`src/rtl/alarm_btn_pkg.sv`:
```
// Button indices, one-hot codes, repeat FSM states and default timing,
// shared by btn_event_gen and the alarm/clock control FSM.
package alarm_btn_pkg;

  localparam int unsigned BTN_W = 5;

  localparam int unsigned BTN_C = 4;
  localparam int unsigned BTN_D = 3;
  localparam int unsigned BTN_U = 2;
  localparam int unsigned BTN_R = 1;
  localparam int unsigned BTN_L = 0;

  localparam logic [BTN_W-1:0] BTN_C_OH = 5'b10000;
  localparam logic [BTN_W-1:0] BTN_D_OH = 5'b01000;
  localparam logic [BTN_W-1:0] BTN_U_OH = 5'b00100;
  localparam logic [BTN_W-1:0] BTN_R_OH = 5'b00010;
  localparam logic [BTN_W-1:0] BTN_L_OH = 5'b00001;

  typedef enum logic [1:0] {
    RPT_IDLE   = 2'd0,
    RPT_DELAY  = 2'd1,
    RPT_REPEAT = 2'd2
  } rpt_state_e;

  localparam int unsigned      DEF_DEBOUNCE_CYCLES = 4;
  localparam int unsigned      DEF_REPEAT_DELAY    = 100;
  localparam int unsigned      DEF_REPEAT_PERIOD   = 20;
  localparam logic [BTN_W-1:0] DEF_REPEAT_MASK     = 5'b01100;

endpackage

```
`src/rtl/btn_event_gen_if.sv`:
```
// Button bus between the raw pad side and the button event generator.
interface btn_event_gen_if;
  import alarm_btn_pkg::*;

  logic [BTN_W-1:0] btn_raw;
  logic [BTN_W-1:0] btn_pulse;
  logic [BTN_W-1:0] btn_level;
  logic             any_pulse;

  modport master (output btn_raw, input btn_pulse, btn_level, any_pulse);
  modport slave  (input btn_raw, output btn_pulse, btn_level, any_pulse);

endinterface

```
`src/rtl/btn_debounce.sv`:
```
// One button: 2-flop synchronizer, consecutive-sample debounce counter and
// debounced level register.
module btn_debounce #(
  parameter int unsigned DEBOUNCE_CYCLES = 4
) (
  input  logic clk_out,
  input  logic rst,
  input  logic raw_i,
  output logic level_o
);

  localparam logic [7:0] LAST_CNT = 8'(DEBOUNCE_CYCLES - 1);

  logic [1:0] sync_q;
  logic [7:0] cnt_q;
  logic       level_q;

  always_ff @(posedge clk_out or posedge rst) begin
    if (rst) begin
      sync_q  <= '0;
      cnt_q   <= '0;
      level_q <= 1'b0;
    end else begin
      sync_q <= {sync_q[0], raw_i};
      if (sync_q[1] == level_q) begin
        cnt_q <= '0;
      end else if (cnt_q == LAST_CNT) begin
        // This is the DEBOUNCE_CYCLES-th consecutive differing sample.
        level_q <= sync_q[1];
        cnt_q   <= '0;
      end else begin
        cnt_q <= cnt_q + 8'd1;
      end
    end
  end

  assign level_o = level_q;

endmodule

```
`src/rtl/btn_event_gen.sv`:
```
// Debounce, press-edge detect, optional auto-repeat and fixed-priority
// (C > D > U > R > L) one-hot event arbitration. Auto-repeat: BTN_AUTOREPEAT_EN.
module btn_event_gen
  import alarm_btn_pkg::*;
#(
  parameter int unsigned      DEBOUNCE_CYCLES = DEF_DEBOUNCE_CYCLES,
  parameter int unsigned      REPEAT_DELAY    = DEF_REPEAT_DELAY,
  parameter int unsigned      REPEAT_PERIOD   = DEF_REPEAT_PERIOD,
  parameter logic [BTN_W-1:0] REPEAT_MASK     = DEF_REPEAT_MASK
) (
  input  logic            clk_out,
  input  logic            rst,
  btn_event_gen_if.slave  bus
);

  logic [BTN_W-1:0] level;
  logic [BTN_W-1:0] level_dly_q;
  logic [BTN_W-1:0] press;
  logic [BTN_W-1:0] rpt_cand;
  logic [BTN_W-1:0] cand;
  logic [BTN_W-1:0] btn_pulse_d;
  logic [BTN_W-1:0] btn_pulse_q;
  logic             any_pulse_q;

  for (genvar g = 0; g < BTN_W; g++) begin : g_db
    btn_debounce #(.DEBOUNCE_CYCLES(DEBOUNCE_CYCLES)) u_db (
      .clk_out (clk_out),
      .rst     (rst),
      .raw_i   (bus.btn_raw[g]),
      .level_o (level[g])
    );
  end

  assign press = level & ~level_dly_q;

`ifdef BTN_AUTOREPEAT_EN
  localparam logic [7:0] DELAY_T  = 8'(REPEAT_DELAY);
  localparam logic [7:0] PERIOD_T = 8'(REPEAT_PERIOD);

  for (genvar g = 0; g < BTN_W; g++) begin : g_rpt
    if (REPEAT_MASK[g]) begin : g_on
      rpt_state_e state_q;
      logic [7:0] timer_q;

      // Repeat event is decoded in the cycle before it is registered into
      // btn_pulse, so it lands exactly REPEAT_DELAY/PERIOD after the last one.
      assign rpt_cand[g] = ((state_q == RPT_DELAY)  && (timer_q == DELAY_T)) ||
                           ((state_q == RPT_REPEAT) && (timer_q == PERIOD_T));

      always_ff @(posedge clk_out or posedge rst) begin
        if (rst) begin
          state_q <= RPT_IDLE;
          timer_q <= '0;
        end else if (!level[g]) begin
          state_q <= RPT_IDLE;
          timer_q <= '0;
        end else begin
          case (state_q)
            RPT_IDLE: begin
              if (press[g]) begin
                state_q <= RPT_DELAY;
                timer_q <= 8'd1;
              end
            end
            RPT_DELAY: begin
              if (timer_q == DELAY_T) begin
                state_q <= RPT_REPEAT;
                timer_q <= 8'd1;
              end else begin
                timer_q <= timer_q + 8'd1;
              end
            end
            RPT_REPEAT: begin
              if (timer_q == PERIOD_T) timer_q <= 8'd1;
              else                     timer_q <= timer_q + 8'd1;
            end
            default: begin
              state_q <= RPT_IDLE;
              timer_q <= '0;
            end
          endcase
        end
      end
    end else begin : g_off
      assign rpt_cand[g] = 1'b0;
    end
  end
`else
  assign rpt_cand = '0;
`endif

  assign cand = press | rpt_cand;

  always_comb begin
    btn_pulse_d = '0;
    for (int unsigned i = 0; i < BTN_W; i++) begin
      if (cand[i]) begin
        btn_pulse_d    = '0;
        btn_pulse_d[i] = 1'b1;
      end
    end
  end

  always_ff @(posedge clk_out or posedge rst) begin
    if (rst) begin
      level_dly_q <= '0;
      btn_pulse_q <= '0;
      any_pulse_q <= 1'b0;
    end else begin
      level_dly_q <= level;
      btn_pulse_q <= btn_pulse_d;
      any_pulse_q <= |btn_pulse_d;
    end
  end

  assign bus.btn_pulse = btn_pulse_q;
  assign bus.btn_level = level;
  assign bus.any_pulse = any_pulse_q;

endmodule

```
`src/flat_wrapper.sv`:
```
// flat-port wrapper written by rule: the top's interface ports become plain ports
module btn_event_gen_flat import alarm_btn_pkg::*;
#(
  parameter int unsigned      DEBOUNCE_CYCLES = DEF_DEBOUNCE_CYCLES,
  parameter int unsigned      REPEAT_DELAY    = DEF_REPEAT_DELAY,
  parameter int unsigned      REPEAT_PERIOD   = DEF_REPEAT_PERIOD,
  parameter logic [BTN_W-1:0] REPEAT_MASK     = DEF_REPEAT_MASK
)
  (clk_out, rst, bus_btn_raw, bus_btn_pulse, bus_btn_level, bus_any_pulse);
  btn_event_gen_if bus_i ();
  input  logic clk_out;
  input  logic rst;
  input wire logic [$bits(bus_i.btn_raw)-1:0] bus_btn_raw;
  output wire logic [$bits(bus_i.btn_pulse)-1:0] bus_btn_pulse;
  output wire logic [$bits(bus_i.btn_level)-1:0] bus_btn_level;
  output wire logic [$bits(bus_i.any_pulse)-1:0] bus_any_pulse;
  assign bus_i.btn_raw = bus_btn_raw;
  assign bus_btn_pulse = bus_i.btn_pulse;
  assign bus_btn_level = bus_i.btn_level;
  assign bus_any_pulse = bus_i.any_pulse;
  btn_event_gen #(.DEBOUNCE_CYCLES(DEBOUNCE_CYCLES), .REPEAT_DELAY(REPEAT_DELAY), .REPEAT_PERIOD(REPEAT_PERIOD), .REPEAT_MASK(REPEAT_MASK)) u_core (.clk_out(clk_out), .rst(rst), .bus(bus_i));
endmodule
```
`config.mk`:
```
export PLATFORM = sky130hd
export DESIGN_NAME = btn_event_gen_flat
export DESIGN_NICKNAME = d
export VERILOG_FILES = /design/src/rtl/alarm_btn_pkg.sv /design/src/rtl/btn_event_gen_if.sv /design/src/rtl/btn_debounce.sv /design/src/rtl/btn_event_gen.sv /design/src/flat_wrapper.sv
export SDC_FILE = /design/constraint.sdc
export NUM_CORES = 1
export LEC_CHECK = 0
export CORE_ASPECT_RATIO = 1.4
export CORE_MARGIN = 5
export CORE_UTILIZATION = 49
export CTS_BUF_LIST = sky130_fd_sc_hd__clkbuf_8
export DETAILED_ROUTE_END_ITERATION = 8
export GPL_ROUTABILITY_DRIVEN = 0
export GPL_TIMING_DRIVEN = 0
export MAX_ROUTING_LAYER = met4
export PLACE_DENSITY = 0.68
export SETUP_SLACK_MARGIN = 0.4
export SLEW_MARGIN = 5
export SYNTH_ARGS = -nofsm -noshare
export SYNTH_HDL_FRONTEND = slang
export SYNTH_HIERARCHICAL = 1
export SYNTH_SLANG_ARGS = --single-unit
```
`constraint.sdc`:
```
create_clock -name clk_out -period 2.3 [get_ports clk_out]
set_clock_uncertainty 0.05 [all_clocks]
set_input_delay 0.69 -clock clk_out [delete_from_list [all_inputs] [get_ports clk_out]]
set_output_delay 0.69 -clock clk_out [all_outputs]
set_load 0.02 [all_outputs]
```
### After elaboration in Yosys (flattened, before gate mapping)

Cells that the tools add are included.
Widths: inputs -> output; s select.

* register bits after elaboration: 66
* ROM bits: 0
* bits in latches: 0
* memories kept: 0
* memory bits (writable): 0

* $add $sub $neg: 5
* reductions and logical operators: 6
* $mul: 0
* bitwise gates (word level): 7
* order comparisons: 0
* shift-type cells: 0
* eq/ne operators: 10
* div/mod/pow operators: 0
* mux-type cells: 15

Operators by type and width (number)
* $mux 8: 10
* $add 8x1->8 const B: 5
* $eq 8x2->1 const B: 5
* $mux 5: 4
* $reduce_and 2->1: 5
* $and 5x5->5: 1
* $eq 1x1->1: 5
* $not 1->1: 5
* $not 5->5: 1
* $reduce_or 5->1: 1
* $mux 1: 1

### Depth between registers and ports, before layout

* depth after elaboration: 8
* mapped depth: 4

### Modules after synthesis

The synthesis kept the hierarchy.

By module, submodules not included
* btn_debounce: cells an instance 45, times used 5, area an instance 496.7 µm², sequential area each 275.3 µm²
* btn_event_gen: cells an instance 24, times used 1, area an instance 364.1 µm², sequential area each 275.3 µm²

### Worst setup path after synthesis

No wires, ideal clock.

* path type: reg-to-reg
* start point: reg u_core.g_db[0].u_db.cnt_q[0]
* end point: reg u_core.g_db[0].u_db.level_q
* arrival time: 1148 ps
* library setup time: 125 ps
* cell stages (with the launch flop): 5
* slack: 978 ps
* path buffers: 0
* cells stage by stage: dfrtp_1 > ha_1 > nor4b_2 > nand2_1 > mux2_2

* longest elaborated chain between the ends: 2

Ends and longest elaborated chain
* start, declared: line btn_debounce.sv:15 `logic [7:0] cnt_q;`
* start signal, assigned: line btn_debounce.sv:32 `cnt_q <= cnt_q + 8'd1;`
* $eq 8x2->1: line btn_debounce.sv:27 `end else if (cnt_q == LAST_CNT) begin`
* $reduce_and 2->1 (no line)
* end signal, assigned: line btn_debounce.sv:29 `level_q <= sync_q[1];`
* end, declared: line btn_debounce.sv:16 `logic level_q;`

Every way passes these cells.
A chain may end at the register's enable or synchronous reset.

### Worst setup path after layout

* start point: reg u_core.g_db[3].u_db.level_q
* end point: out bus_btn_level[3]

RTL lines
* start, declared: line btn_debounce.sv:16
* start signal, assigned: line btn_debounce.sv:29
* end, declared: line flat_wrapper.sv:15 `output wire logic [$bits(bus_i.btn_level)-1:0] bus_btn_level;`

No word-level cell between the ends.

==> flow_metrics.env <==
export IMPL_track_usage=0.143
export IMPL_synth_compound_area_frac=0.0725
export IMPL_ys_ff_latch=66
export IMPL_synth_edf_count=0
export IMPL_final_cells=352
export IMPL_synth_top_family_by_area="simple AND/OR/NAND/NOR gates"
export IMPL_synth_xor_area_frac=0.0615
export IMPL_grt_max_degree=13
export IMPL_clk_transition_reported_paths_ps=70
export IMPL_ir_drop_uv=688
export IMPL_muxShareOfSynthArea=0.0198
export IMPL_grt_pass1_vias=1854
export IMPL_ioPinCount=18
export IMPL_numCtsBuffers=9
export IMPL_layout_commonest_cell="dfrtp_1"
export IMPL_criticalPathCategory="flop to output pin"
export IMPL_worst_slack_ps=453
export IMPL_slew_violations=0
export IMPL_worstMarginPinSlew_ps=435
export IMPL_yosys_warnings=6
export IMPL_cts_sinks=66
export IMPL_core_area_um2=5740
export IMPL_setup_tns_final_ps=0
export IMPL_wl_um=4560
export IMPL_row_count=33
export IMPL_synth_avg_cell_area_um2=11.4
export IMPL_synthDominantCellAreaShare=0.580
export IMPL_diodes=0
export IMPL_critPathBufInv=1
export IMPL_die_area_um2=7460
export IMPL_crit_chain="clkdlybuf4s15_1"
export IMPL_wl_per_cell_um=13.0
export IMPL_crit_path_max_fanout=5
export IMPL_critical_path_startpoint_type="flop"
export IMPL_hpwl_um=3270
export IMPL_dp_cells=336
export IMPL_grt_overflow=0
export IMPL_layout_common_cells="dfrtp_1, nor2_1, nand3_1, inv_1"
export IMPL_hold_viol=0
export IMPL_io_buffers=17
export IMPL_viasPerCell=5.19
export IMPL_max_freq_mhz=541
export IMPL_slew_headroom=0.710
export IMPL_finalCritPeriodShare=0.803
export IMPL_drt_iter0_markers=96
export IMPL_drc=0
export IMPL_p_per_area_nw_per_um2=1090
export IMPL_clkLatencyLatePin_ps=330
export IMPL_worst_setup_path_end_kind="output pin"
export IMPL_start_util=0.496
export IMPL_fin_hold_ws_ps=299
export IMPL_die_h_um=100
export IMPL_synthSimpleGateAreaFrac=0.201
export IMPL_htreeDepth=3
export IMPL_root_buffer="clkbuf_8"
export IMPL_firstDrtPassIters=5
export IMPL_cpMaxStageDelayCell="dfrtp_1"
export IMPL_seq_area_frac_synth=0.580
export IMPL_synthTopCellsByArea="dfrtp_1, ha_1, nor2_1"
export IMPL_min_period_ps=1850
export IMPL_slowest_delay_ps=440
export IMPL_maxCapViolCount=0
export IMPL_cp_required_ps=1560
export IMPL_hold_class="flop to flop"
export IMPL_syn_cell_area_um2=2850
export IMPL_status="finished clean"
export IMPL_ant_nets=0
export IMPL_drive_gt1_frac=0.142
export IMPL_antenna_found_initial=0
export IMPL_syn_nets=266
export IMPL_synthAdderAreaFrac=0.0439
export IMPL_vias=1826
export IMPL_syn_inst=249
export IMPL_rsz0062_at_grt="yes"
export IMPL_place_ws_ps=490
export IMPL_synth_top_cell_by_area="dfrtp_1"
export IMPL_die_w_um=74.4
export IMPL_clockBufferDepth=2
export IMPL_r2r_setup_slack_ps=820
export IMPL_synth_main_ff_cell="dfrtp_1"
export IMPL_area_growth_pct=16.4
export IMPL_grt_first_pass_wirelength_um=7870
export IMPL_p_leak_nw=1.51
export IMPL_setup_violations=0
export IMPL_ys_async_sr_fraction=1.00
export IMPL_cts_tree="done"
export IMPL_cts_hold_fix_buffers=0
export IMPL_synthDistinctLibCells=22
export IMPL_path_delay_family="flip-flops"
export IMPL_arrival_ps=1110
export IMPL_final_nets=294
==> state kept, by name, summed over array words and instances (netlist names) <==
name and cells:
u_core/bus.any_pulse 1, u_core/bus.btn_pulse 5, u_core/g_db.u_db/cnt_q 40, u_core/level_dly_q 5, u_core/g_db.u_db/level_o 5, u_core/g_db.u_db/sync_q 10
==> report_power, final <==
| group | internal [mW] | switching [mW] | leakage [nW] | total [mW] |
|---|---|---|---|---|
| Clock | 0.639 | 0.430 | 0.101 | 1.07 |
| Sequential | 1.40 | 0.252 | 0.861 | 1.65 |
| Combinational | 0.378 | 0.502 | 0.545 | 0.880 |
| Total | 2.42 | 1.18 | 1.51 | 3.60 |
==> synthesized netlist by cell type, types with 4 or more instances <==
cell type	count
nand4_2	5
nor4b_2	5
xnor2_1	10
ha_1	10
nand3_1	20
or3_1	15
nor3_1	6
a21oi_1	10
nor2_1	27
xor2_1	10
nand2_1	11
a21o_1	5
mux2_2	5
dfrtp_1	66
nand2b_1	4
a21oi_2	5
inv_1	16
o21ai_0	15
==> layout make-up <==
cell class	instances	area, µm²
inverter	16	60.1
fill	495	2420
timing repair buffer	17	153
tap	70	87.6
clock buffer	10	138
sequential	66	1650
multi-input combinational	167	1140
clock inverter	6	90.1
==> worst paths after layout <==
| check | from | end | cells past startpoint |
|---|---|---|---|
| worst min-delay path | u_core/g_db[3].u_db/sync_q[0]$_DFF_PP0_ | u_core/g_db[3].u_db/sync_q[1]$_DFF_PP0_ | 0 |
| worst min register to register | u_core/g_db[3].u_db/sync_q[0]$_DFF_PP0_ | u_core/g_db[3].u_db/sync_q[1]$_DFF_PP0_ | 0 |
| max in group asynchronous | rst | u_core/g_db[4].u_db/sync_q[1]$_DFF_PP0_ | 2 |
| worst max register to register | u_core/g_db[0].u_db/cnt_q[0]$_DFF_PP0_ | u_core/g_db[0].u_db/cnt_q[6]$_DFF_PP0_ | 4 |
| min in group asynchronous | rst | u_core/g_db[2].u_db/cnt_q[1]$_DFF_PP0_ | 2 |
| worst max-delay path | u_core/g_db[3].u_db/level_o$_DFFE_PP0P_ | bus_btn_level[3] | 1 |
==> cell families (layout without fill, tap and decap cells) <==
logic type	Yosys count	in the layout
and+or+nand+nor	97	97
DFF	66	66
AOI/OAI and AO/OA	35	35
xor gates and xnor gates	20	20
buffers and inverters	16	49
adders and majority gates	10	10
muxes	5	5
==> routing by layer <==
layer  vias up  global-route usage  share of wire
met1       889               0.167           0.44
met4         0              0.0890          0.016
met5         -                   -              0
met3         6              0.0271          0.030
met2        24               0.224           0.51
li1        907                   -              -
==> what timing repair did <==
action	in CTS	in global routing
resized for setup	12	6
hold endpoints to repair	0	0
buffers inserted	0	0
endpoints found under the setup margin	11	5
==> metrics by stage <==
stage,util,area [µm²],total power [mW]
6_report,0.578,3320,3.60
5_1_grt,0.578,3320,3.85
4_1_cts,0.579,3320,3.66
3_5_place_dp,0.541,3110,2.63
3_3_place_gp,0.541,3110,2.61
2_1_floorplan,-,2850,2.27
No activity file was read; power rests on OpenSTA's default activity.
